### src/rtl/cpu_run_ctrl_if.sv
// Program-load stream between the host/loader and the run controller.
interface cpu_run_ctrl_if #(
  parameter int ADDR_W = 8,
  parameter int DATA_W = 32
);
  logic              ld_valid;
  logic              ld_ready;
  logic [ADDR_W-1:0] ld_addr;
  logic [DATA_W-1:0] ld_data;
  logic              ld_last;

  modport master (output ld_valid, ld_addr, ld_data, ld_last, input ld_ready);
  modport slave  (input ld_valid, ld_addr, ld_data, ld_last, output ld_ready);
endinterface

### src/rtl/cpu_run_ctrl.sv
// Run controller: loads a program into imem, optionally seeds R[i]=i, holds
// the CPU in reset, releases it and stops on halt, timeout or abort.
module cpu_run_ctrl #(
  parameter int                 ADDR_W     = 8,
  parameter int                 DATA_W     = 32,
  parameter int                 NUM_REGS   = 32,
  parameter int                 RF_AW      = 5,
  parameter int                 CYC_W      = 16,
  parameter logic [DATA_W-1:0]  HALT_WORD  = 32'hFFFF_FFFF,
  parameter int                 RESET_HOLD = 4,
  parameter int                 INIT_REGS  = 1
) (
  input  logic              clock,
  input  logic              reset,
  input  logic              start,
  input  logic              abort,
  input  logic [CYC_W-1:0]  max_cycles,
  cpu_run_ctrl_if.slave     ld,
  output logic              imem_we,
  output logic [ADDR_W-1:0] imem_addr,
  output logic [DATA_W-1:0] imem_wdata,
  output logic              rf_we,
  output logic [RF_AW-1:0]  rf_addr,
  output logic [DATA_W-1:0] rf_wdata,
  output logic              cpu_reset,
  input  logic [DATA_W-1:0] cpu_instr,
  output logic              busy,
  output logic              done,
  output logic [1:0]        status,
  output logic [CYC_W-1:0]  cycle_count
);
  localparam int HW = (RESET_HOLD > 1) ? $clog2(RESET_HOLD) : 1;

  typedef enum logic [2:0] {IDLE, LOAD, RINIT, RSTHOLD, RUN, DONE} state_t;

  state_t            state, state_n;
  logic [HW-1:0]     hold_cnt, hold_n;
  logic [CYC_W-1:0]  max_q, max_n, cnt_n, cnt_inc;
  logic [1:0]        status_n;
  logic              rf_we_n;
  logic [RF_AW-1:0]  rf_addr_n;
  logic              xfer, halt_hit, tmo_hit;

  // Load handshake is a pure state decode so the loader sees ready immediately.
  assign ld.ld_ready  = (state == LOAD);
  assign xfer         = ld.ld_valid & ld.ld_ready;
  assign imem_we      = xfer;
  assign imem_addr    = ld.ld_addr;
  assign imem_wdata   = ld.ld_data;
  assign busy         = (state == LOAD) || (state == RINIT) || (state == RSTHOLD) || (state == RUN);
  assign done         = (state == DONE);

  assign halt_hit = (cpu_instr == HALT_WORD);
  // Widened compare so a saturated counter can never wrap into a false match.
  assign tmo_hit  = (max_q != '0) &&
                    ((CYC_W+1)'(cycle_count) + (CYC_W+1)'(1) == (CYC_W+1)'(max_q));
  assign cnt_inc  = (&cycle_count) ? cycle_count : cycle_count + CYC_W'(1);

  // Next-state and next-register values; abort overrides everything while busy.
  always_comb begin
    state_n   = state;
    hold_n    = hold_cnt;
    max_n     = max_q;
    cnt_n     = cycle_count;
    status_n  = status;
    rf_we_n   = 1'b0;
    rf_addr_n = rf_addr;
    if (busy && abort) begin
      state_n  = DONE;
      status_n = 2'b11;
    end else begin
      case (state)
        IDLE, DONE: if (start) begin
          state_n  = LOAD;
          status_n = 2'b00;
          cnt_n    = '0;
          max_n    = max_cycles;
        end
        LOAD: if (xfer && ld.ld_last) begin
          if (INIT_REGS != 0) begin
            state_n   = RINIT;
            rf_we_n   = 1'b1;
            rf_addr_n = '0;
          end else begin
            state_n = RSTHOLD;
            hold_n  = '0;
          end
        end
        RINIT: if (rf_addr == RF_AW'(NUM_REGS-1)) begin
          state_n = RSTHOLD;
          hold_n  = '0;
        end else begin
          rf_we_n   = 1'b1;
          rf_addr_n = rf_addr + RF_AW'(1);
        end
        RSTHOLD: if (hold_cnt == HW'(RESET_HOLD-1)) state_n = RUN;
                 else hold_n = hold_cnt + HW'(1);
        RUN: begin
          cnt_n = cnt_inc;
          if (halt_hit) begin
            state_n  = DONE;
            status_n = 2'b01;
          end else if (tmo_hit) begin
            state_n  = DONE;
            status_n = 2'b10;
          end
        end
        default: state_n = IDLE;
      endcase
    end
  end

  // State register.
  always_ff @(posedge clock or posedge reset) begin
    if (reset) state <= IDLE;
    else       state <= state_n;
  end

  // Registered outputs and internal counters.
  always_ff @(posedge clock or posedge reset) begin
    if (reset) begin
      hold_cnt    <= '0;
      max_q       <= '0;
      cycle_count <= '0;
      status      <= 2'b00;
      rf_we       <= 1'b0;
      rf_addr     <= '0;
      rf_wdata    <= '0;
      cpu_reset   <= 1'b1;
    end else begin
      hold_cnt    <= hold_n;
      max_q       <= max_n;
      cycle_count <= cnt_n;
      status      <= status_n;
      rf_we       <= rf_we_n;
      rf_addr     <= rf_addr_n;
      rf_wdata    <= DATA_W'(rf_addr_n);
      cpu_reset   <= (state_n != RUN);
    end
  end
endmodule

### src/flat_wrapper.sv
// flat-port wrapper written by rule: the top's interface ports become plain ports
module cpu_run_ctrl_flat 
#(
  parameter int                 ADDR_W     = 8,
  parameter int                 DATA_W     = 32,
  parameter int                 NUM_REGS   = 32,
  parameter int                 RF_AW      = 5,
  parameter int                 CYC_W      = 16,
  parameter logic [DATA_W-1:0]  HALT_WORD  = 32'hFFFF_FFFF,
  parameter int                 RESET_HOLD = 4,
  parameter int                 INIT_REGS  = 1
)
  (clock, reset, start, abort, max_cycles, imem_we, imem_addr, imem_wdata, rf_we, rf_addr, rf_wdata, cpu_reset, cpu_instr, busy, done, status, cycle_count, ld_ld_valid, ld_ld_addr, ld_ld_data, ld_ld_last, ld_ld_ready);
  cpu_run_ctrl_if #(.ADDR_W(ADDR_W), .DATA_W(DATA_W)) ld_i ();
  input  logic clock;
  input  logic reset;
  input  logic start;
  input  logic abort;
  input  logic [CYC_W-1:0] max_cycles;
  output logic imem_we;
  output logic [ADDR_W-1:0] imem_addr;
  output logic [DATA_W-1:0] imem_wdata;
  output logic rf_we;
  output logic [RF_AW-1:0] rf_addr;
  output logic [DATA_W-1:0] rf_wdata;
  output logic cpu_reset;
  input  logic [DATA_W-1:0] cpu_instr;
  output logic busy;
  output logic done;
  output logic [1:0] status;
  output logic [CYC_W-1:0] cycle_count;
  input wire logic [$bits(ld_i.ld_valid)-1:0] ld_ld_valid;
  input wire logic [$bits(ld_i.ld_addr)-1:0] ld_ld_addr;
  input wire logic [$bits(ld_i.ld_data)-1:0] ld_ld_data;
  input wire logic [$bits(ld_i.ld_last)-1:0] ld_ld_last;
  output wire logic [$bits(ld_i.ld_ready)-1:0] ld_ld_ready;
  assign ld_i.ld_valid = ld_ld_valid;
  assign ld_i.ld_addr = ld_ld_addr;
  assign ld_i.ld_data = ld_ld_data;
  assign ld_i.ld_last = ld_ld_last;
  assign ld_ld_ready = ld_i.ld_ready;
  cpu_run_ctrl #(.ADDR_W(ADDR_W), .DATA_W(DATA_W), .NUM_REGS(NUM_REGS), .RF_AW(RF_AW), .CYC_W(CYC_W), .HALT_WORD(HALT_WORD), .RESET_HOLD(RESET_HOLD), .INIT_REGS(INIT_REGS)) u_core (.clock(clock), .reset(reset), .start(start), .abort(abort), .max_cycles(max_cycles), .ld(ld_i), .imem_we(imem_we), .imem_addr(imem_addr), .imem_wdata(imem_wdata), .rf_we(rf_we), .rf_addr(rf_addr), .rf_wdata(rf_wdata), .cpu_reset(cpu_reset), .cpu_instr(cpu_instr), .busy(busy), .done(done), .status(status), .cycle_count(cycle_count));
endmodule
### config.mk
export PLATFORM = sky130hd
export DESIGN_NAME = cpu_run_ctrl_flat
export DESIGN_NICKNAME = d
export VERILOG_FILES = /design/src/rtl/cpu_run_ctrl_if.sv /design/src/rtl/cpu_run_ctrl.sv /design/src/flat_wrapper.sv
export SDC_FILE = /design/constraint.sdc
export NUM_CORES = 1
export LEC_CHECK = 0
export CAP_MARGIN = 20
export CORE_ASPECT_RATIO = 0.6
export CORE_MARGIN = 5
export CORE_UTILIZATION = 39
export CTS_CLUSTER_DIAMETER = 150
export CTS_CLUSTER_SIZE = 10
export DETAILED_ROUTE_END_ITERATION = 12
export PLACE_DENSITY = 0.81
export SYNTH_ARGS = -nofsm -noshare
export SYNTH_HDL_FRONTEND = slang
export SYNTH_SLANG_ARGS = --single-unit
export TNS_END_PERCENT = 5
### constraint.sdc
create_clock -name clock -period 2.55 [get_ports clock]
set_input_delay 0.3825 -clock clock [delete_from_list [all_inputs] [get_ports clock]]
set_output_delay 0.3825 -clock clock [all_outputs]
set_load 0.02 [all_outputs]
==> impl_metrics.xml <==
<?xml version="1.0" encoding="UTF-8"?>
<metrics>
  <group name="route">
    <metric name="drt_iter0_markers" unit="">188</metric>
    <metric name="final_antenna_net_count" unit="">0</metric>
    <metric name="route.detailed.wl_per_inst" unit="µm">16.7</metric>
    <metric name="detailedRoute.firstPassIterationCount" unit="">5</metric>
    <metric name="drt_drc_violations_left" unit="">0</metric>
    <metric name="vias_per_cell" unit="">5.37</metric>
    <metric name="routed-via-count" unit="">2912</metric>
    <metric name="wirelength" unit="µm">9050</metric>
  </group>
  <group name="floorplan">
    <metric name="placementRows" unit="">26</metric>
    <metric name="fp.dieArea" unit="µm²">11000</metric>
    <metric name="fp.coreArea" unit="µm²">8620</metric>
    <metric name="fp.dieH" unit="µm">83.4</metric>
    <metric name="floorplan.die.width" unit="µm">132</metric>
    <metric name="ios" unit="">195</metric>
    <metric name="initial_utilization" unit="%">40.6</metric>
  </group>
  <group name="logic_synthesis">
    <metric name="netlist_area" unit="µm²">3500</metric>
    <metric name="avgSynthCellArea" unit="µm²">8.97</metric>
    <metric name="synth_enable_flop_cells" unit="">0</metric>
    <metric name="synthesis.yosys.warnings" unit="">0</metric>
    <metric name="postSynthCellCount" unit="">390</metric>
    <metric name="synthArstFlopShare" unit="%">100</metric>
    <metric name="synth_seq_cells" unit="">46</metric>
    <metric name="synth.yosys.seq_area_share" unit="%">32.9</metric>
    <metric name="synth_top_flop_cell" unit="">sky130_fd_sc_hd__dfrtp_1</metric>
    <metric name="yosys.cell_types.count" unit="">59</metric>
  </group>
  <group name="worst_setup_path">
    <metric name="critPathCaptureType" unit="">output port</metric>
    <metric name="setup.worst_path.start_class" unit="">register</metric>
    <metric name="critPathSlowestCell" unit="">sky130_fd_sc_hd__dfrtp_1</metric>
    <metric name="critPathArrivalTime" unit="ns">2.04</metric>
    <metric name="setup.worst_path.class" unit="">register to output port</metric>
    <metric name="worstRegToRegCells" unit="">7</metric>
    <metric name="critPathMaxFanout" unit="">16</metric>
    <metric name="cp_cell_sequence" unit="">nor3b_1, and2_1, clkdlybuf4s50_1</metric>
    <metric name="critical-path-max-stage-delay" unit="ns">0.62</metric>
    <metric name="worstPathRequired" unit="ns">2.17</metric>
  </group>
  <group name="power_and_ir_drop">
    <metric name="power.ir.vdd_worst" unit="µV">474</metric>
    <metric name="cellPowerDensity" unit="nW/µm²">896</metric>
    <metric name="leakage" unit="nW">1.65</metric>
  </group>
  <group name="clock_tree">
    <metric name="cts_root_buf" unit="">sky130_fd_sc_hd__clkbuf_16</metric>
    <metric name="clock_insertion_delay_worst_skew" unit="ns">0.29</metric>
    <metric name="tritoncts.num_buffers" unit="">5</metric>
    <metric name="cts_max_path_buffers" unit="">2</metric>
    <metric name="cts.sinks" unit="">46</metric>
    <metric name="cts-htree-levels" unit="">2</metric>
    <metric name="postCtsSetupBuffers" unit="">0</metric>
    <metric name="post_cts.resized_instances" unit="">0</metric>
    <metric name="hold_buffers" unit="">0</metric>
    <metric name="clk_transition_reported_paths" unit="ns">0.06</metric>
    <metric name="cts_tree" unit="">done</metric>
  </group>
  <group name="run">
    <metric name="drv_cap" unit="">0</metric>
  </group>
  <group name="cells_and_area">
    <metric name="layout-drive-gt1-share" unit="%">10.9</metric>
    <metric name="num-nets-final" unit="">527</metric>
    <metric name="layout.cells.non_filler" unit="">542</metric>
    <metric name="syn2layout_area_growth" unit="%">20.5</metric>
    <metric name="fillerInstances" unit="">797</metric>
    <metric name="antenna_cells" unit="">0</metric>
  </group>
  <group name="sta">
    <metric name="setup_violations" unit="">0</metric>
    <metric name="maxSlewViolCount" unit="">0</metric>
    <metric name="fin_worst_skew" unit="ns">0.00403</metric>
    <metric name="report.final.hold_viol_count" unit="">0</metric>
    <metric name="grt_setup_unrepaired" unit="">no</metric>
    <metric name="finalCriticalPeriod" unit="ns">2.42</metric>
    <metric name="fmaxAchievable" unit="MHz">413</metric>
    <metric name="slew_of_the_pin_with_the_lowest_slew_margin" unit="ns">0.550</metric>
    <metric name="min_period_over_period" unit="%">95.0</metric>
    <metric name="relSlewSlack" unit="%">63.2</metric>
    <metric name="setup_tns" unit="ns">0</metric>
  </group>
  <group name="hold_path">
    <metric name="hold_class" unit="">input port to asynchronous set/reset pin</metric>
  </group>
  <group name="global_routing">
    <metric name="grt_pass1_vias" unit="">2789</metric>
    <metric name="antenna_found_initial" unit="">0</metric>
    <metric name="wire_length_of_the_first_global_routing_pass" unit="µm">14400</metric>
    <metric name="pin_count_of_the_biggest_net_entering_global_routing" unit="">36</metric>
    <metric name="grtUsageTotal" unit="%">15.8</metric>
    <metric name="grt.overflow.total" unit="">0</metric>
  </group>
  <group name="run_status">
    <metric name="outcome" unit="">finished clean</metric>
  </group>
  <group name="place">
    <metric name="gp_routability_congestion" unit="">0.935</metric>
    <metric name="place.port_buffers" unit="">87</metric>
    <metric name="post-dp-hpwl" unit="µm">7140</metric>
    <metric name="post-place-cells" unit="">534</metric>
  </group>
</metrics>
==> routing by layer <==
layer / part of all wire (%) / wire [µm] / global-route usage (%)
met5: 0 / 0 / 0
met4: 1.2 / 109 / 4.07
met3: 11 / 1020 / 6.16
met2: 41 / 3720 / 22.2
met1: 46 / 4200 / 22.6
==> registers in the layout, summed over array words and instances, names as in the netlist <==
| signal | cells |
|---|---|
| u_core.cycle_count | 16 |
| u_core.max_q | 16 |
| u_core.rf_wdata | 5 |
| u_core.state | 3 |
| u_core.hold_cnt | 2 |
| u_core.status | 2 |
| u_core.cpu_reset | 1 |
| u_core.rf_we | 1 |
==> power by group <==
part	internal, mW	switching [mW]	total, mW
clock	0.463	0.291	0.755
sequential	0.952	0.308	1.26
combinational	0.875	0.891	1.77
==> layout by cell type, fill, tap and decap left out, types with 5 or more instances in the layout <==
cell type	n
sky130_fd_sc_hd__nor3_1	6
sky130_fd_sc_hd__nand4_1	15
sky130_fd_sc_hd__xor2_1	5
sky130_fd_sc_hd__nand2b_1	9
sky130_fd_sc_hd__dfrtp_1	45
sky130_fd_sc_hd__xnor2_1	19
sky130_fd_sc_hd__clkdlybuf4s50_1	87
sky130_fd_sc_hd__clkbuf_16	5
sky130_fd_sc_hd__buf_4	9
sky130_fd_sc_hd__nor2_1	23
sky130_fd_sc_hd__and2_1	7
sky130_fd_sc_hd__o21ai_0	31
sky130_fd_sc_hd__inv_1	6
sky130_fd_sc_hd__nand2_1	23
sky130_fd_sc_hd__nor4_1	7
sky130_fd_sc_hd__mux2_2	18
sky130_fd_sc_hd__conb_1	27
sky130_fd_sc_hd__nand3_1	7
sky130_fd_sc_hd__a21oi_1	13
==> worst paths after layout <==
path / start / to / slack [ns]
max in group asynchronous: reset / u_core.cpu_reset$_DFF_PP1_ / 1.62
hold / removal: reset / u_core.rf_we$_DFF_PP0_ / 0.36
setup reg to reg: u_core.cycle_count[0]$_DFFE_PP0P_ / u_core.status[0]$_DFFE_PP0P_ / 0.30
setup / recovery: u_core.state[0]$_DFF_PP0_ / imem_we / 0.13
hold reg to reg: u_core.hold_cnt[0]$_DFFE_PP0P_ / u_core.hold_cnt[0]$_DFFE_PP0P_ / 0.55
min in group clock: u_core.hold_cnt[0]$_DFFE_PP0P_ / u_core.hold_cnt[0]$_DFFE_PP0P_ / 0.55
==> through the flow <==
step	worst slack (ns)	util, %	hold slack, ns	instance area [µm²]	power [mW]
floorplan	0.384	-	0.501	3600	2.51
global route	0.0172	48.9	0.404	4220	3.99
global placement	0.376	47.0	0.519	4050	2.97
detailed placement	0.321	47.0	0.533	4050	3.03
finish	0.128	48.9	0.361	4220	3.78
CTS	0.116	48.9	0.366	4220	3.79
==> cells by family after synthesis <==
logic type	Yosys count	share of synthesized area [%]
buf+inv	98	19.2
xor+xnor	24	6.01
mux	20	6.36
fa+ha+maj	4	1.43
other cells	1	0.107
compound gates	80	14.9
simple gates	117	19.1
flops	46	32.9
==> cell usage after synthesis, types with 3 or more instances <==
cell | n | area (µm²)
sky130_fd_sc_hd__a21oi_1 | 13 | 65.1
sky130_fd_sc_hd__a22o_1 | 4 | 35.0
sky130_fd_sc_hd__and2_1 | 7 | 43.8
sky130_fd_sc_hd__and4_1 | 3 | 26.3
sky130_fd_sc_hd__buf_2 | 7 | 35.0
sky130_fd_sc_hd__buf_4 | 72 | 541
sky130_fd_sc_hd__buf_6 | 3 | 33.8
sky130_fd_sc_hd__clkbuf_1 | 8 | 30.0
sky130_fd_sc_hd__dfrtp_1 | 45 | 1130
sky130_fd_sc_hd__ha_1 | 4 | 50.1
sky130_fd_sc_hd__inv_1 | 7 | 26.3
sky130_fd_sc_hd__mux2_2 | 18 | 203
sky130_fd_sc_hd__nand2_1 | 23 | 86.3
sky130_fd_sc_hd__nand2b_1 | 9 | 56.3
sky130_fd_sc_hd__nand3_1 | 7 | 35.0
sky130_fd_sc_hd__nand4_1 | 15 | 93.8
sky130_fd_sc_hd__nor2_1 | 23 | 86.3
sky130_fd_sc_hd__nor3_1 | 6 | 30.0
sky130_fd_sc_hd__nor4_1 | 7 | 43.8
sky130_fd_sc_hd__o21ai_0 | 31 | 155
sky130_fd_sc_hd__o22ai_1 | 3 | 18.8
sky130_fd_sc_hd__o31ai_1 | 4 | 30.0
sky130_fd_sc_hd__o41ai_1 | 4 | 35.0
sky130_fd_sc_hd__xnor2_1 | 19 | 166
sky130_fd_sc_hd__xor2_1 | 5 | 43.8
==> critical path: cells and delay by family, from the launching register on <==
kind | cells | cell delay (ns)
flops | 1 | 0.62
buf+inv | 1 | 0.60
simple gates | 2 | 0.52
==> cell type report <==
| cell class | instances | area [µm²] | share of cell area [%] |
|---|---|---|---|
| clock buffer | 6 | 129 | 3.06 |
| clock inverter | 2 | 37.5 | 0.890 |
| multi-input combinational | 272 | 1770 | 42.1 |
| tap | 112 | 140 | 3.32 |
| timing repair buffer | 97 | 958 | 22.7 |
| inverter | 7 | 26.3 | 0.623 |
| sequential | 46 | 1150 | 27.3 |
Note: power is estimated with default switching activity, not from simulation.
